### config.mk
export PLATFORM = sky130hd
export DESIGN_NAME = multicycle_control
export DESIGN_NICKNAME = d
export VERILOG_FILES = /design/src/rtl/mc_ctrl_pkg.sv /design/src/rtl/mc_opcode_class.sv /design/src/rtl/multicycle_control.sv
export SDC_FILE = /design/constraint.sdc
export NUM_CORES = 1
export LEC_CHECK = 0
export BUFFER_PORTS_ARGS = -buffer_cell sky130_fd_sc_hd__buf_2
export CAP_MARGIN = 15
export CORE_AREA = 10 10 47 49
export DETAILED_ROUTE_END_ITERATION = 12
export DIE_AREA = 0 0 57 59
export MAX_ROUTING_LAYER = met4
export PLACE_DENSITY = 0.7
export SLEW_MARGIN = 20
export SYNTH_ARGS = -nofsm -noshare
export SYNTH_HDL_FRONTEND = slang
export SYNTH_SLANG_ARGS = --single-unit
### constraint.sdc
create_clock -name clk -period 1.4 [get_ports clk]
set_input_delay 0.14 -clock clk [delete_from_list [all_inputs] [get_ports clk]]
set_output_delay 0.14 -clock clk [all_outputs]
set_load 0.05 [all_outputs]
### src/rtl/mc_ctrl_pkg.sv
// Shared definitions for the multi-cycle RV32I control unit: state
// encodings, RV32I major opcodes, datapath select encodings, the opcode
// class produced by mc_opcode_class, and the bundled control-strobe payload.
package mc_ctrl_pkg;

  localparam int unsigned STATE_W  = 3;
  localparam int unsigned OPCODE_W = 7;
  localparam int unsigned SEL_W    = 2;

  // Instruction phases; encodings 5..7 are illegal and recover to ST_IF.
  typedef enum logic [STATE_W-1:0] {
    ST_IF  = 3'd0,
    ST_ID  = 3'd1,
    ST_EX  = 3'd2,
    ST_MEM = 3'd3,
    ST_WB  = 3'd4
  } state_e;

  localparam state_e RESET_STATE = ST_IF;

  // RV32I major opcodes (IR[6:0]).
  localparam logic [OPCODE_W-1:0] OP_R      = 7'b0110011;
  localparam logic [OPCODE_W-1:0] OP_I      = 7'b0010011;
  localparam logic [OPCODE_W-1:0] OP_LOAD   = 7'b0000011;
  localparam logic [OPCODE_W-1:0] OP_STORE  = 7'b0100011;
  localparam logic [OPCODE_W-1:0] OP_BRANCH = 7'b1100011;
  localparam logic [OPCODE_W-1:0] OP_JAL    = 7'b1101111;
  localparam logic [OPCODE_W-1:0] OP_JALR   = 7'b1100111;
  localparam logic [OPCODE_W-1:0] OP_ECALL  = 7'b1110011;

  // Next-PC source mux.
  typedef enum logic [SEL_W-1:0] {
    PCS_PC4 = 2'd0,
    PCS_ALU = 2'd1,
    PCS_BR  = 2'd2
  } pc_source_e;

  // Register-file write-data mux.
  typedef enum logic [SEL_W-1:0] {
    WB_ALU = 2'd0,
    WB_MDR = 2'd1,
    WB_PC4 = 2'd2
  } wb_sel_e;

  // ALU operand B mux.
  typedef enum logic [SEL_W-1:0] {
    ASB_RS2  = 2'd0,
    ASB_IMM  = 2'd1,
    ASB_FOUR = 2'd2
  } alu_src_b_e;

  // ALU operation class.
  typedef enum logic [SEL_W-1:0] {
    AOP_ADD   = 2'd0,
    AOP_BR    = 2'd1,
    AOP_FUNCT = 2'd2
  } alu_op_e;

  // ALU operand A mux.
  localparam logic ASA_PC  = 1'b0;
  localparam logic ASA_RS1 = 1'b1;

  // Memory address mux.
  localparam logic IORD_PC  = 1'b0;
  localparam logic IORD_ALU = 1'b1;

  // Decoded instruction class.
  typedef enum logic [3:0] {
    CLS_R       = 4'd0,
    CLS_I       = 4'd1,
    CLS_LD      = 4'd2,
    CLS_ST      = 4'd3,
    CLS_BR      = 4'd4,
    CLS_JAL     = 4'd5,
    CLS_JALR    = 4'd6,
    CLS_ECALL   = 4'd7,
    CLS_ILLEGAL = 4'd8
  } op_class_e;

  // Every datapath strobe and select driven by the control unit.
  typedef struct packed {
    logic             pc_write;
    logic [SEL_W-1:0] pc_source;
    logic             i_or_d;
    logic             mem_read;
    logic             mem_write;
    logic             ir_write;
    logic             reg_write;
    logic [SEL_W-1:0] wb_sel;
    logic             alu_src_a;
    logic [SEL_W-1:0] alu_src_b;
    logic [SEL_W-1:0] alu_op;
    logic             is_ecall;
  } ctrl_t;

  // All strobes low, all selects at encoding 0.
  localparam ctrl_t CTRL_IDLE = '0;

endpackage

### src/rtl/mc_opcode_class.sv
// Combinational RV32I opcode classifier.
// Ports:
//   i_opcode   - IR[6:0]
//   o_op_class - instruction class; anything unrecognised is CLS_ILLEGAL
module mc_opcode_class
  import mc_ctrl_pkg::*;
(
  input  logic [OPCODE_W-1:0] i_opcode,
  output op_class_e           o_op_class
);

  always_comb begin
    o_op_class = CLS_ILLEGAL;
    case (i_opcode)
      OP_R:      o_op_class = CLS_R;
      OP_I:      o_op_class = CLS_I;
      OP_LOAD:   o_op_class = CLS_LD;
      OP_STORE:  o_op_class = CLS_ST;
      OP_BRANCH: o_op_class = CLS_BR;
      OP_JAL:    o_op_class = CLS_JAL;
      OP_JALR:   o_op_class = CLS_JALR;
      OP_ECALL:  o_op_class = CLS_ECALL;
      default:   o_op_class = CLS_ILLEGAL;
    endcase
  end

endmodule

### src/rtl/multicycle_control.sv
// Control FSM for the multi-cycle RV32I core. Sequences each instruction
// through IF/ID/EX/MEM/WB and drives every datapath strobe, including the
// PC write enable (asserted only in an instruction's final cycle).
// Ports:
//   clk, reset (async, active-low)
//   opcode, bcond, mem_ready        - IR opcode, branch compare, memory done
//   pc_write, pc_source             - PC load enable and next-PC select
//   i_or_d, mem_read, mem_write     - memory address select and requests
//   ir_write, reg_write, wb_sel     - IR/MDR capture, regfile write and data
//   alu_src_a, alu_src_b, alu_op    - ALU operand/op selects
//   is_ecall                        - ECALL seen in ID
//   state                           - current state (debug)
// Outputs are combinational from state/opcode/bcond/mem_ready and are
// forced to zero while reset is held.
module multicycle_control
  import mc_ctrl_pkg::*;
(
  input  logic                clk,
  input  logic                reset,
  input  logic [OPCODE_W-1:0] opcode,
  input  logic                bcond,
  input  logic                mem_ready,
  output logic                pc_write,
  output logic [SEL_W-1:0]    pc_source,
  output logic                i_or_d,
  output logic                mem_read,
  output logic                mem_write,
  output logic                ir_write,
  output logic                reg_write,
  output logic [SEL_W-1:0]    wb_sel,
  output logic                alu_src_a,
  output logic [SEL_W-1:0]    alu_src_b,
  output logic [SEL_W-1:0]    alu_op,
  output logic                is_ecall,
  output logic [STATE_W-1:0]  state
);

  state_e    r_state;
  state_e    w_next_state;
  op_class_e w_class;
  ctrl_t     w_ctrl;
  ctrl_t     w_out;

  mc_opcode_class u_opcode_class (
    .i_opcode   (opcode),
    .o_op_class (w_class)
  );

  // State register.
  always_ff @(posedge clk or negedge reset) begin
    if (!reset) begin
      r_state <= RESET_STATE;
    end else begin
      r_state <= w_next_state;
    end
  end

  // Next-state and control decode.
  always_comb begin
    w_ctrl       = CTRL_IDLE;
    w_next_state = r_state;

    case (r_state)
      ST_IF: begin
        w_ctrl.mem_read = 1'b1;
        w_ctrl.i_or_d   = IORD_PC;
        if (mem_ready) begin
          w_ctrl.ir_write = 1'b1;
          w_next_state    = ST_ID;
        end
      end

      ST_ID: begin
        // Precompute PC+imm into ALUOut for a possible branch.
        w_ctrl.alu_src_a = ASA_PC;
        w_ctrl.alu_src_b = ASB_IMM;
        w_ctrl.alu_op    = AOP_ADD;
        case (w_class)
          CLS_ECALL: begin
            w_ctrl.is_ecall  = 1'b1;
            w_ctrl.pc_write  = 1'b1;
            w_ctrl.pc_source = PCS_PC4;
            w_next_state     = ST_IF;
          end
          CLS_ILLEGAL: begin
            w_ctrl.pc_write  = 1'b1;
            w_ctrl.pc_source = PCS_PC4;
            w_next_state     = ST_IF;
          end
          default: w_next_state = ST_EX;
        endcase
      end

      ST_EX: begin
        case (w_class)
          CLS_R: begin
            w_ctrl.alu_src_a = ASA_RS1;
            w_ctrl.alu_src_b = ASB_RS2;
            w_ctrl.alu_op    = AOP_FUNCT;
            w_next_state     = ST_WB;
          end
          CLS_I: begin
            w_ctrl.alu_src_a = ASA_RS1;
            w_ctrl.alu_src_b = ASB_IMM;
            w_ctrl.alu_op    = AOP_FUNCT;
            w_next_state     = ST_WB;
          end
          CLS_LD, CLS_ST: begin
            w_ctrl.alu_src_a = ASA_RS1;
            w_ctrl.alu_src_b = ASB_IMM;
            w_ctrl.alu_op    = AOP_ADD;
            w_next_state     = ST_MEM;
          end
          CLS_BR: begin
            // ALUOut already holds PC+imm from ID; the ALU now compares.
            w_ctrl.alu_src_a = ASA_RS1;
            w_ctrl.alu_src_b = ASB_RS2;
            w_ctrl.alu_op    = AOP_BR;
            w_ctrl.pc_write  = 1'b1;
            w_ctrl.pc_source = bcond ? PCS_BR : PCS_PC4;
            w_next_state     = ST_IF;
          end
          CLS_JAL, CLS_JALR: begin
            // rd <= PC+4 and PC <= target share one edge, both from old PC.
            w_ctrl.alu_src_a = (w_class == CLS_JALR) ? ASA_RS1 : ASA_PC;
            w_ctrl.alu_src_b = ASB_IMM;
            w_ctrl.alu_op    = AOP_ADD;
            w_ctrl.pc_write  = 1'b1;
            w_ctrl.pc_source = PCS_ALU;
            w_ctrl.reg_write = 1'b1;
            w_ctrl.wb_sel    = WB_PC4;
            w_next_state     = ST_IF;
          end
          default: w_next_state = ST_IF;
        endcase
      end

      ST_MEM: begin
        w_ctrl.i_or_d = IORD_ALU;
        case (w_class)
          CLS_LD: begin
            w_ctrl.mem_read = 1'b1;
            if (mem_ready) begin
              w_ctrl.ir_write = 1'b1;
              w_next_state    = ST_WB;
            end
          end
          CLS_ST: begin
            w_ctrl.mem_write = 1'b1;
            if (mem_ready) begin
              w_ctrl.pc_write  = 1'b1;
              w_ctrl.pc_source = PCS_PC4;
              w_next_state     = ST_IF;
            end
          end
          default: w_next_state = ST_IF;
        endcase
      end

      ST_WB: begin
        w_ctrl.reg_write = 1'b1;
        w_ctrl.pc_write  = 1'b1;
        w_ctrl.pc_source = PCS_PC4;
        w_ctrl.wb_sel    = (w_class == CLS_LD) ? WB_MDR : WB_ALU;
        w_next_state     = ST_IF;
      end

      // Illegal encodings: all strobes low, recover to IF.
      default: w_next_state = ST_IF;
    endcase
  end

  // Reset masks the IF request that the reset state would otherwise drive.
  assign w_out = reset ? w_ctrl : CTRL_IDLE;

  assign pc_write  = w_out.pc_write;
  assign pc_source = w_out.pc_source;
  assign i_or_d    = w_out.i_or_d;
  assign mem_read  = w_out.mem_read;
  assign mem_write = w_out.mem_write;
  assign ir_write  = w_out.ir_write;
  assign reg_write = w_out.reg_write;
  assign wb_sel    = w_out.wb_sel;
  assign alu_src_a = w_out.alu_src_a;
  assign alu_src_b = w_out.alu_src_b;
  assign alu_op    = w_out.alu_op;
  assign is_ecall  = w_out.is_ecall;
  assign state     = r_state;

endmodule

==> impl_metrics.json, run 1 <==
{
  "synthCells": 70,
  "dieHeight_um": 59,
  "route.detailed.drc": 0,
  "syn-num-nets": 81,
  "insertedDiodeCount": 0,
  "netlist_area_um2": 492,
  "drt-pass1-iter-count": 4,
  "synth-seq-cells": 3,
  "skew_ns": 0.0110,
  "hold_path_class": "primary input to flip-flop",
  "fp-row-count": 14,
  "die_x_um": 57,
  "synthTopCellsByCount": "nand2_1, nand2b_1, nor2_1",
  "final_util": 0.884,
  "htreeDepth": 1,
  "wl_um": 2900,
  "path_common_cell": "and4_4",
  "cap_violations": 0,
  "clk_latency_ns": 0.25,
  "synth_compound_area_frac": 0.254,
  "clockRootBuffer": "clkbuf_4",
  "holdPathStages": 2,
  "hold_violations": 0,
  "drive_above_1_share": 0.727,
  "initial_utilization": 0.351,
  "synth_edf_count": 0,
  "cts.sinks": 3,
  "cts_made_buffers": 3,
  "min-delay-start": "mem_ready",
  "min_to": "state[0]$_DFFE_PN0P_",
  "wl_per_cell_um": 19.6,
  "worstSetupPathType": "flip-flop to primary output",
  "path_cells": "and4_4 > and4_4 > a22o_1 > o21a_2 > buf_8",
  "synth_cell_type_count": 38,
  "ys_seq_area_frac": 0.153,
  "cp_max_fo": 4,
  "final_max_slew_viol_count": 0,
  "grt_pass1_wl_um": 4510,
  "power-per-cell-area_nw_per_um2": 415,
  "finalCriticalPeriod_ns": 1.70,
  "async_reset_ff_frac": 1.00,
  "viasPerCell": 5.89,
  "ant_nets": 0,
  "synthTopCellsByArea": "dfrtp_1, nand2b_1, nand2_1, nor2b_1, nor2_1",
  "synth.top_cell.area_share": 0.153,
  "vdd.ir_drop.worst_mv": 0.514,
  "status": "complete, but fails checks",
  "grtUsageTotal": 0.175,
  "critPathMaxStageDelay_ns": 0.42,
  "synth_top_family_by_area": "simple AND/OR/NAND/NOR gates",
  "cp_data_arrival_time_ns": 1.56,
  "finalSetupViolCount": 17,
  "largest_reg_flops": 3,
  "synthMuxAreaShare": 0,
  "num_vias": 872,
  "endpoint_kind": "primary output",
  "rr_startpoint": "state[2]$_DFFE_PN0P_",
  "path_clk_slew_ns": 0.05,
  "grt_overflow": 0,
  "syn2layout_area_growth_pct": 152,
  "nets": 144,
  "multi_input_area_um2": 571,
  "fin_crit_sh": 1.21,
  "violations": "setup timing",
  "yosysWarningCount": 0,
  "nFillCells": 73,
  "dp_hpwl_um": 1720,
  "grt_max_degree": 9,
  "total_power_w": 0.000514,
  "synth_adder_area_share": 0,
  "port_buffers": 28,
  "grt_pass1_vias": 939,
  "finalInstanceArea_um2": 1240,
  "slowest_stage": "dfrtp_2",
  "synth_most_common_cell": "nand2_1",
  "drtIter0Drc": 23,
  "worstReg2RegEnd": "state[2]$_DFFE_PN0P_",
  "pin_count": 30,
  "antenna_found_initial": 0,
  "synth-xor-area-share": 0,
  "power.leakage_nw": 0.536,
  "required_ns": 1.26,
  "synth_largest_area_cell": "dfrtp_1",
  "r2r_slack_ns": -0.09,
  "cts_tree": "built",
  "synthFlopType": "dfrtp_1",
  "rsz0062_at_grt": "true",
  "dieArea_um2": 3360,
  "start_kind": "flip-flop",
  "max_freq_mhz": 589,
  "core_region_area_um2": 1400,
  "gp_congestion": 0.894,
  "yosys.area_share.simple": 0.537,
  "ff_latch_area_um2": 78.8,
  "syn_avg_cell_area_um2": 7.02,
  "worst_slack_ns": -0.297,
  "cts.path.max_buffers": 2,
  "placed_cell_area_um2": 936,
  "ff2ff_path_depth": 4
}
-- area by class of cell --
cell class	instances	area share
repair buffers	61	0.432
inverters	2	0.00606
well taps	16	0.0162
flip-flops and latches	3	0.0636
clock buffers	4	0.0212
multi-input cells	62	0.461
-- per-stage QoR --
step	hold WS, ns	cells	setup TNS (ns)	setup WS, ns
CTS	0.175	146	-2.50	-0.301
detailed placement	-0.0417	135	-0.955	-0.132
global placement	-0.0486	135	-0.788	-0.118
global route	0.189	148	-3.74	-0.351
floorplan	-0.156	70	-3.52	-0.483
finish	0.176	148	-2.87	-0.297
-- repair_timing --
item / CTS / global route
gates resized for setup: 53 / 6
pin swaps: 11 / 3
hold buffers: 2 / 0
buffers inserted: 5 / 3
setup endpoints to repair: 15 / 16
endpoints found under the hold margin: 3 / 0
-- logic make-up (layout without fill, tap and decap cells) --
| group | Yosys count | in the layout |
|---|---|---|
| and+or+nand+nor | 44 | 44 |
| buffers and inverters | 5 | 67 |
| DFF | 3 | 3 |
| AOI/OAI and AO/OA | 17 | 17 |
| other | 1 | 1 |
-- critical path: cells and delay by family, from the launching register on --
family                 cells  cell delay (ns)
AND/OR/NAND/NOR            2             0.33
buffers and inverters      1             0.15
flip-flops                 1             0.42
AO/OA/AOI/OAI              2             0.40
-- layout by cell type, fill, tap and decap left out, types with 2 or more instances in the layout --
cell and count:
dfrtp_2 3, buf_8 7, nor4_4 2, inv_1 2, buf_6 14, o32ai_1 2, and2_4 3, nand2_2 2
and4_4 2, nor2_4 2, buf_2 13, clkbuf_4 3, nor2_1 3, nor2b_4 3, nand2_1 7, nand2b_4 3
dlygate4sd3_1 2, nand2b_1 3, buf_4 25, a21oi_4 2
-- per-layer routing --
layer | GRT usage | part of all wire | up-vias
met5 | - | 0 | -
met4 | 0.154 | 0.080 | 0
met3 | 0.0494 | 0.080 | 26
met2 | 0.291 | 0.52 | 62
met1 | 0.162 | 0.32 | 398
li1 | - | - | 386
-- worst max path at each step --
| stage | startpoint | endpoint |
|---|---|---|
| after floorplan | state[0]$_DFFE_PN0P_ | pc_source[1] |
| final | state[0]$_DFFE_PN0P_ | pc_write |
| after global routing | state[0]$_DFFE_PN0P_ | pc_write |
| after detailed placement | state[0]$_DFFE_PN0P_ | pc_write |
| after global placement | opcode[4] | wb_sel[0] |
| after CTS | state[0]$_DFFE_PN0P_ | pc_write |
-- where the power goes --
| part | total, W | switching (W) | internal [W] | leakage [nW] |
|---|---|---|---|---|
| clock | 0.000166 | 0.0000588 | 0.000108 | 0.0150 |
| sequential | 0.0000936 | 0.00000332 | 0.0000903 | 0.0358 |
| combinational | 0.000253 | 0.000143 | 0.000110 | 0.485 |
No activity file was read; power rests on OpenSTA's default activity.
==> inputs of run 2 (changes only) <==
Settings changed: ABC_AREA set to 1, CAP_MARGIN 15 to 20, CORE_AREA 10 10 47 49 to not set, CORE_MARGIN set to 10, CORE_UTILIZATION set to 40, DIE_AREA 0 0 57 59 to not set, PLACE_DENSITY 0.7 to 0.71.
==> run 2 against run 1 <==
Synthesized area increased by 24%. Non-clock buffer count decreased by 5. Clock skew decreased by 0.0045 ns. Global-route usage decreased by 1.4 points. Final cell count increased by 28%. Count of clock-buffer cells in the layout unchanged. Maximum frequency decreased by 6.0%. Via count increased by 33%. Highest routed layer unchanged. The run still ends with setup timing left. Register-to-register slack improved by 0.02 ns. Largest power group unchanged. Critical path depth increased by 4. Largest cell class unchanged. Flip-flop and latch count unchanged. Sequential share of layout area decreased by 0.51 points. Critical path type unchanged.
==> impl_metrics.json, run 2 <==
{
  "status": "complete, but fails checks",
  "violations": "setup timing",
  "power-per-cell-area_nw_per_um2": 1050,
  "rsz0062_at_grt": "true",
  "nets": 186,
  "synth.top_cell.area_share": 0.209,
  "cts.path.max_buffers": 2,
  "tns_ns": -4.56,
  "syn-num-nets": 127,
  "path_clk_slew_ns": 0.04,
  "cp_max_fo": 4,
  "synthFlopType": "dfrtp_1",
  "synthTopCellsByArea": "nand2_1, dfrtp_1, nand3_1, nor2_1, inv_1",
  "synthCells": 116,
  "initial_utilization": 0.414,
  "cp_data_arrival_time_ns": 1.67,
  "skew_ns": 0.00656,
  "async_reset_ff_frac": 1.00,
  "largest_reg_flops": 3,
  "fp-row-count": 14,
  "pin_count": 30,
  "synth_adder_area_share": 0,
  "hold_path_class": "primary input to flip-flop",
  "htreeDepth": 1,
  "synth_top_family_by_area": "simple AND/OR/NAND/NOR gates",
  "syn2layout_area_growth_pct": 121,
  "max_freq_mhz": 554,
  "worstSetupPathType": "flip-flop to primary output",
  "cts_tree": "built",
  "mostFrequentLayoutCell": "nand2_1",
  "finalCriticalPeriod_ns": 1.81,
  "fin_crit_sh": 1.29,
  "clk_latency_ns": 0.24,
  "cap_violations": 0,
  "synth-xor-area-share": 0,
  "path_cells": "inv_4 > nor3_4 > nand3_1 > nand2_1 > inv_2 > nand3_2 > nand2_2 > clkinvlp_4 > buf_8",
  "layout_common_cells": "nand2_1, buf_4, buf_2, nor2_4, inv_1",
  "dieHeight_um": 59.0,
  "route.detailed.drc": 0,
  "cts.sinks": 3,
  "grt_overflow": 0,
  "yosys.area_share.simple": 0.680,
  "synth_compound_area_frac": 0.0493,
  "grt_pass1_vias": 954,
  "tightest_slew_ns": 0.535,
  "final_max_slew_viol_count": 0,
  "dieArea_um2": 3480,
  "crit_buf_inv": 4,
  "ff_latch_area_um2": 78.8,
  "clockRootBuffer": "clkbuf_4",
  "required_ns": 1.26,
  "drt-pass1-iter-count": 5,
  "drive_above_1_share": 0.621,
  "ys_seq_area_frac": 0.123,
  "yosysWarningCount": 0,
  "relSlewSlack": 0.643,
  "synthMuxAreaShare": 0,
  "port_buffers": 28,
  "synth_largest_area_cell": "nand2_1",
  "antenna_found_initial": 0,
  "drtIter0Drc": 69,
  "core_region_area_um2": 1470,
  "synth_edf_count": 0,
  "grtUsageTotal": 0.160,
  "finalSetupViolCount": 18,
  "crit_family": "simple AND/OR/NAND/NOR gates",
  "power.leakage_nw": 0.673,
  "synth_cell_type_count": 22,
  "nFillCells": 63,
  "final_util": 0.916,
  "synthTopCellsByCount": "nand2_1, nor2_1, inv_1",
  "netlist_area_um2": 609,
  "multi_input_area_um2": 658,
  "grt_max_degree": 7,
  "num_vias": 1158,
  "hold_violations": 0,
  "start_kind": "flip-flop",
  "endpoint_kind": "primary output",
  "slowest_stage": "dfrtp_2",
  "dp_hpwl_um": 1930,
  "wl_um": 3780,
  "cts_made_buffers": 3,
  "insertedDiodeCount": 0,
  "synth-seq-cells": 3,
  "finalInstanceArea_um2": 1350,
  "wl_per_cell_um": 19.9,
  "grt_pass1_wl_um": 4450,
  "die_x_um": 59.0,
  "worst_slack_ns": -0.406,
  "synth_most_common_cell": "nand2_1",
  "ant_nets": 0,
  "gp_congestion": 0.845,
  "viasPerCell": 6.09,
  "critPathMaxStageDelay_ns": 0.44,
  "vdd.ir_drop.worst_mv": 1.20,
  "syn_avg_cell_area_um2": 5.25,
  "placed_cell_area_um2": 1080
}
==> run 2: changes by cell type after synthesis, sizes merged, moves of 3 or more <==
cell,delta
nand2,+27
nor3,+5
inv,+18
nand3,+16
nand2b,-6
and2,-4
nor2,+17
a21oi,-3
nor2b,-5
==> run 2: path summary, 6_finish.rpt <==
| kind | start | cells past startpoint | slack [ns] | endpoint |
|---|---|---|---|---|
| setup / recovery | state[1]$_DFFE_PN0P_ | 9 | -0.41 | pc_write |
| hold / removal | mem_ready | 4 | 0.31 | state[0]$_DFFE_PN0P_ |
| setup reg to reg | state[0]$_DFFE_PN0P_ | 9 | -0.07 | state[0]$_DFFE_PN0P_ |
| hold reg to reg | state[2]$_DFFE_PN0P_ | 5 | 0.78 | state[2]$_DFFE_PN0P_ |
| max in group asynchronous | reset | 2 | 0.88 | state[2]$_DFFE_PN0P_ |
| min in group asynchronous | reset | 2 | 0.35 | state[1]$_DFFE_PN0P_ |
==> run 2: area by class of cell <==
class                           instances  area share
Multi-Input combinational cell         91       0.488
Timing Repair Buffer                   56       0.357
Inverter                               20      0.0622
Sequential cell                         3      0.0585
Clock buffer                            4      0.0195
Tap cell                               16      0.0149
==> run 2: worst min-delay path: stages <==
cell and delay [ns]:
buf_2 0.11, inv_1 0.10, nand3_2 0.10, nand2_1 0.05
==> run 2: logic make-up after synthesis <==
| kind of cell | count (synthesis) |
|---|---|
| AOI/OAI and AO/OA | 5 |
| buffers and inverters | 22 |
| DFF | 3 |
| other | 1 |
| and+or+nand+nor | 85 |
==> run 2: routing by layer <==
layer | vias to the layer above | GRT usage | share of wire
met3 | 37 | 0.0343 | 0.12
met2 | 126 | 0.282 | 0.46
met1 | 511 | 0.182 | 0.36
met4 | 0 | 0.0262 | 0.060
met5 | - | - | 0
li1 | 484 | - | -
==> run 2: where the power goes <==
part | internal [W] | total, W | switching (W)
clock | 0.000107 | 0.000162 | 0.0000545
combinational | 0.000375 | 0.00108 | 0.000701
sequential | 0.000116 | 0.000171 | 0.0000549
==> run 2: metrics by stage <==
stage / instances / hold slack, ns / setup WS (ns) / power [W]
after detailed placement: 183 / -0.0335 / -0.244 / 0.000981
final: 190 / 0.315 / -0.406 / 0.00141
after floorplan: 116 / -0.156 / -0.273 / 0.000724
after global placement: 183 / -0.0356 / -0.217 / 0.000971
after global routing: 190 / 0.328 / -0.542 / 0.00146
after CTS: 188 / 0.299 / -0.292 / 0.00122
==> run 2: what timing repair did <==
action	CTS	global route
setup endpoints to repair	15	18
gates resized for setup	40	21
setup buffers	1	3
hold buffers	1	0
pin swaps	8	6
hold endpoints to repair	3	0
==> inputs of run 3 (changes only) <==
Settings changed: CORE_MARGIN 10 to 8, SETUP_SLACK_MARGIN set to 0.4.
==> run 3 against run 2 <==
The flow now stops in global routing. Synthesized cell count unchanged. Synthesized area unchanged.
==> impl_metrics.json, run 3 <==
{
  "status": "aborted with a tool error",
  "haltStage": "global routing",
  "error": "[ERROR DPL-0038] Utilization greater than 100%, impossible to legalize",
  "synthTopCellsByArea": "nand2_1, dfrtp_1, nand3_1, nor2_1, inv_1",
  "fp-row-count": 14,
  "initial_utilization": 0.414,
  "pin_count": 30,
  "dp_hpwl_um": 1870,
  "syn_avg_cell_area_um2": 5.25,
  "async_reset_ff_frac": 1.00,
  "cts.sinks": 3,
  "grt_max_degree": 7,
  "die_x_um": 55.0,
  "ys_seq_area_frac": 0.123,
  "dp.cells": 180,
  "syn-num-nets": 127,
  "synthCells": 116,
  "synth_most_common_cell": "nand2_1",
  "synthTopCellsByCount": "nand2_1, nor2_1, inv_1",
  "worstEndpointType": "output port",
  "synthFlopType": "dfrtp_1",
  "clockRootBuffer": "clkbuf_4",
  "port_buffers": 28,
  "synth_cell_type_count": 22,
  "synth-seq-cells": 3,
  "netlist_area_um2": 609,
  "yosysWarningCount": 0,
  "synth_edf_count": 0,
  "grt-worst-endpoint": "pc_write",
  "gp_congestion": 0.890,
  "synth_largest_area_cell": "nand2_1",
  "dieHeight_um": 55.0,
  "synth.top_cell.area_share": 0.209,
  "cts_made_buffers": 3,
  "cts.path.max_buffers": 2,
  "htreeDepth": 1
}
run 3: cell counts after synthesis:
No cell type changed its count.
run 3: cell families after synthesis:
| group | share of synthesized area |
|---|---|
| flip-flops | 0.123 |
| buffers and inverters | 0.142 |
| other | 0.00615 |
| AND/OR/NAND/NOR | 0.680 |
| AO/OA/AOI/OAI | 0.0493 |
run 3: what timing repair did:
action                                  4_1_cts
hold buffers                                  1
pin swaps                                    13
endpoints found under the setup margin       21
gates resized for setup                      65
hold endpoints to repair                      3
setup buffers                                 5
run 3: through the flow:
stage	setup WS [ns]	hold slack (ns)	setup TNS [ns]	instance area [um^2]
after floorplan	-0.273	-0.156	-1.87	752
after global placement	-0.219	-0.0264	-1.91	1070
after detailed placement	-0.241	-0.0260	-2.19	1070
after CTS	-0.276	0.285	-2.81	1370
==> inputs of run 4 (changes only) <==
Settings changed: CORE_AREA set to 8 8 69 71, CORE_MARGIN 8 to not set, CORE_UTILIZATION 40 to not set, DIE_AREA set to 0 0 77 79, MAX_ROUTING_LAYER met4 to not set, PLACE_DENSITY 0.71 to not set, PLACE_DENSITY_LB_ADDON set to 0.15, SETUP_SLACK_MARGIN 0.4 to not set.
==> run 4 against run 3 <==
The flow now finishes, with violations (setup timing).
==> impl_metrics.json, run 4 (same netlist as run 2, synthesis figures left out) <==
{
  "cts.path.max_buffers": 2,
  "finalCriticalPeriod_ns": 1.63,
  "nFillCells": 421,
  "worstSetupPathType": "flip-flop to primary output",
  "path_cells": "nor3_4 > inv_2 > nor2_4 > nand3_2 > nor2_4 > buf_8",
  "endpoint_kind": "primary output",
  "cp_max_fo": 5,
  "whs_ns": 0.342,
  "cap_violations": 0,
  "drt-pass1-iter-count": 4,
  "hold_violations": 0,
  "power.leakage_nw": 0.691,
  "grt_max_degree": 7,
  "path_common_cell": "nor2_4",
  "antenna_found_initial": 0,
  "num_vias": 941,
  "die_x_um": 77,
  "worst_slack_ns": -0.226,
  "grt_pass1_wl_um": 4370,
  "cts.sinks": 3,
  "slowest_stage": "dfrtp_2",
  "violations": "setup timing",
  "port_buffers": 28,
  "largest_reg_flops": 3,
  "cp_data_arrival_time_ns": 1.49,
  "final_util": 0.375,
  "multi_input_area_um2": 651,
  "ff2ff_path_depth": 7,
  "clk_latency_ns": 0.21,
  "vdd.ir_drop.worst_mv": 0.457,
  "htreeDepth": 1,
  "fin_crit_sh": 1.16,
  "status": "complete, but fails checks",
  "pin_count": 30,
  "route.detailed.drc": 0,
  "dieArea_um2": 6080,
  "insertedDiodeCount": 0,
  "nets": 190,
  "dp_hpwl_um": 2120,
  "wl_um": 2580,
  "power-per-cell-area_nw_per_um2": 948,
  "r2r_slack_ns": 0.05,
  "layout_common_cells": "buf_4, nand2_1, buf_2, nor2_4, inv_1",
  "drtIter0Drc": 35,
  "relSlewSlack": 0.666,
  "fp-row-count": 23,
  "hold_path_class": "primary input to async pin",
  "dieHeight_um": 79,
  "syn2layout_area_growth_pct": 134,
  "critPathMaxStageDelay_ns": 0.46,
  "grt_pass1_vias": 977,
  "clockRootBuffer": "clkbuf_8",
  "core_region_area_um2": 3800,
  "gp_congestion": 0.851,
  "path_clk_slew_ns": 0.03,
  "skew_ns": 0.000612,
  "grt_overflow": 0,
  "total_power_w": 0.00135,
  "worstReg2RegEnd": "state[2]$_DFFE_PN0P_",
  "rr_startpoint": "state[2]$_DFFE_PN0P_",
  "wl_per_cell_um": 11.3,
  "drive_above_1_share": 0.635,
  "finalSetupViolCount": 15,
  "required_ns": 1.26,
  "start_kind": "flip-flop",
  "viasPerCell": 4.13,
  "ant_nets": 0,
  "tightest_slew_ns": 0.500,
  "mostFrequentLayoutCell": "buf_4",
  "final_max_slew_viol_count": 0,
  "max_freq_mhz": 615,
  "ff_latch_area_um2": 78.8,
  "rsz0062_at_grt": "true",
  "initial_utilization": 0.160,
  "grtUsageTotal": 0.0846,
  "cts_made_buffers": 3,
  "cts_tree": "built"
}
run 4: timing repair:
item,in CTS,in global routing
gates resized for setup,41,18
pin swaps,10,9
setup endpoints to repair,15,18
endpoints found under the hold margin,3,0
setup buffers,2,2
hold buffers,2,0
run 4: per-layer routing:
layer  GRT usage  routed length [um]  part of all wire
met2       0.151                1330              0.52
met3      0.0192                  99             0.038
met5           0                   0                 0
met1      0.0995                1150              0.45
met4      0.0226                   0                 0
run 4: worst max path at each step:
stage	startpoint	slack (ns)	end
after floorplan	state[1]$_DFFE_PN0P_	-0.27	ir_write
after global placement	opcode[2]	-0.26	pc_source[0]
after global routing	state[0]$_DFFE_PN0P_	-0.32	pc_write
final	state[2]$_DFFE_PN0P_	-0.23	pc_source[0]
after CTS	state[0]$_DFFE_PN0P_	-0.24	pc_write
after detailed placement	opcode[4]	-0.27	alu_op[0]
run 4: per-stage QoR:
| step | instance area, um^2 | cells | worst slack [ns] | setup TNS, ns |
|---|---|---|---|---|
| floorplan | 747 | 116 | -0.273 | -1.87 |
| global placement | 1150 | 220 | -0.264 | -2.30 |
| detailed placement | 1150 | 220 | -0.270 | -2.27 |
| CTS | 1360 | 227 | -0.239 | -2.72 |
| global route | 1430 | 228 | -0.315 | -3.86 |
| finish | 1430 | 228 | -0.226 | -2.65 |
run 4: cell type report:
| class | count | share of cell area |
|---|---|---|
| sequential | 3 | 0.0553 |
| timing repair buffer | 60 | 0.354 |
| multi-input combinational | 91 | 0.456 |
| tap | 50 | 0.0439 |
| inverter | 20 | 0.0588 |
| clock buffer | 4 | 0.0316 |
run 4: critical path: cells and delay by family (launching register included):
family	cells	cell delay, ns
buffers and inverters	2	0.21
DFF	1	0.46
and+or+nand+nor	4	0.59
run 4: report_power, final:
group	switching (W)	leakage [nW]	internal [W]
Clock	0.0000512	0.0228	0.000194
Sequential	0.0000502	0.0351	0.000117
Combinational	0.000604	0.633	0.000338
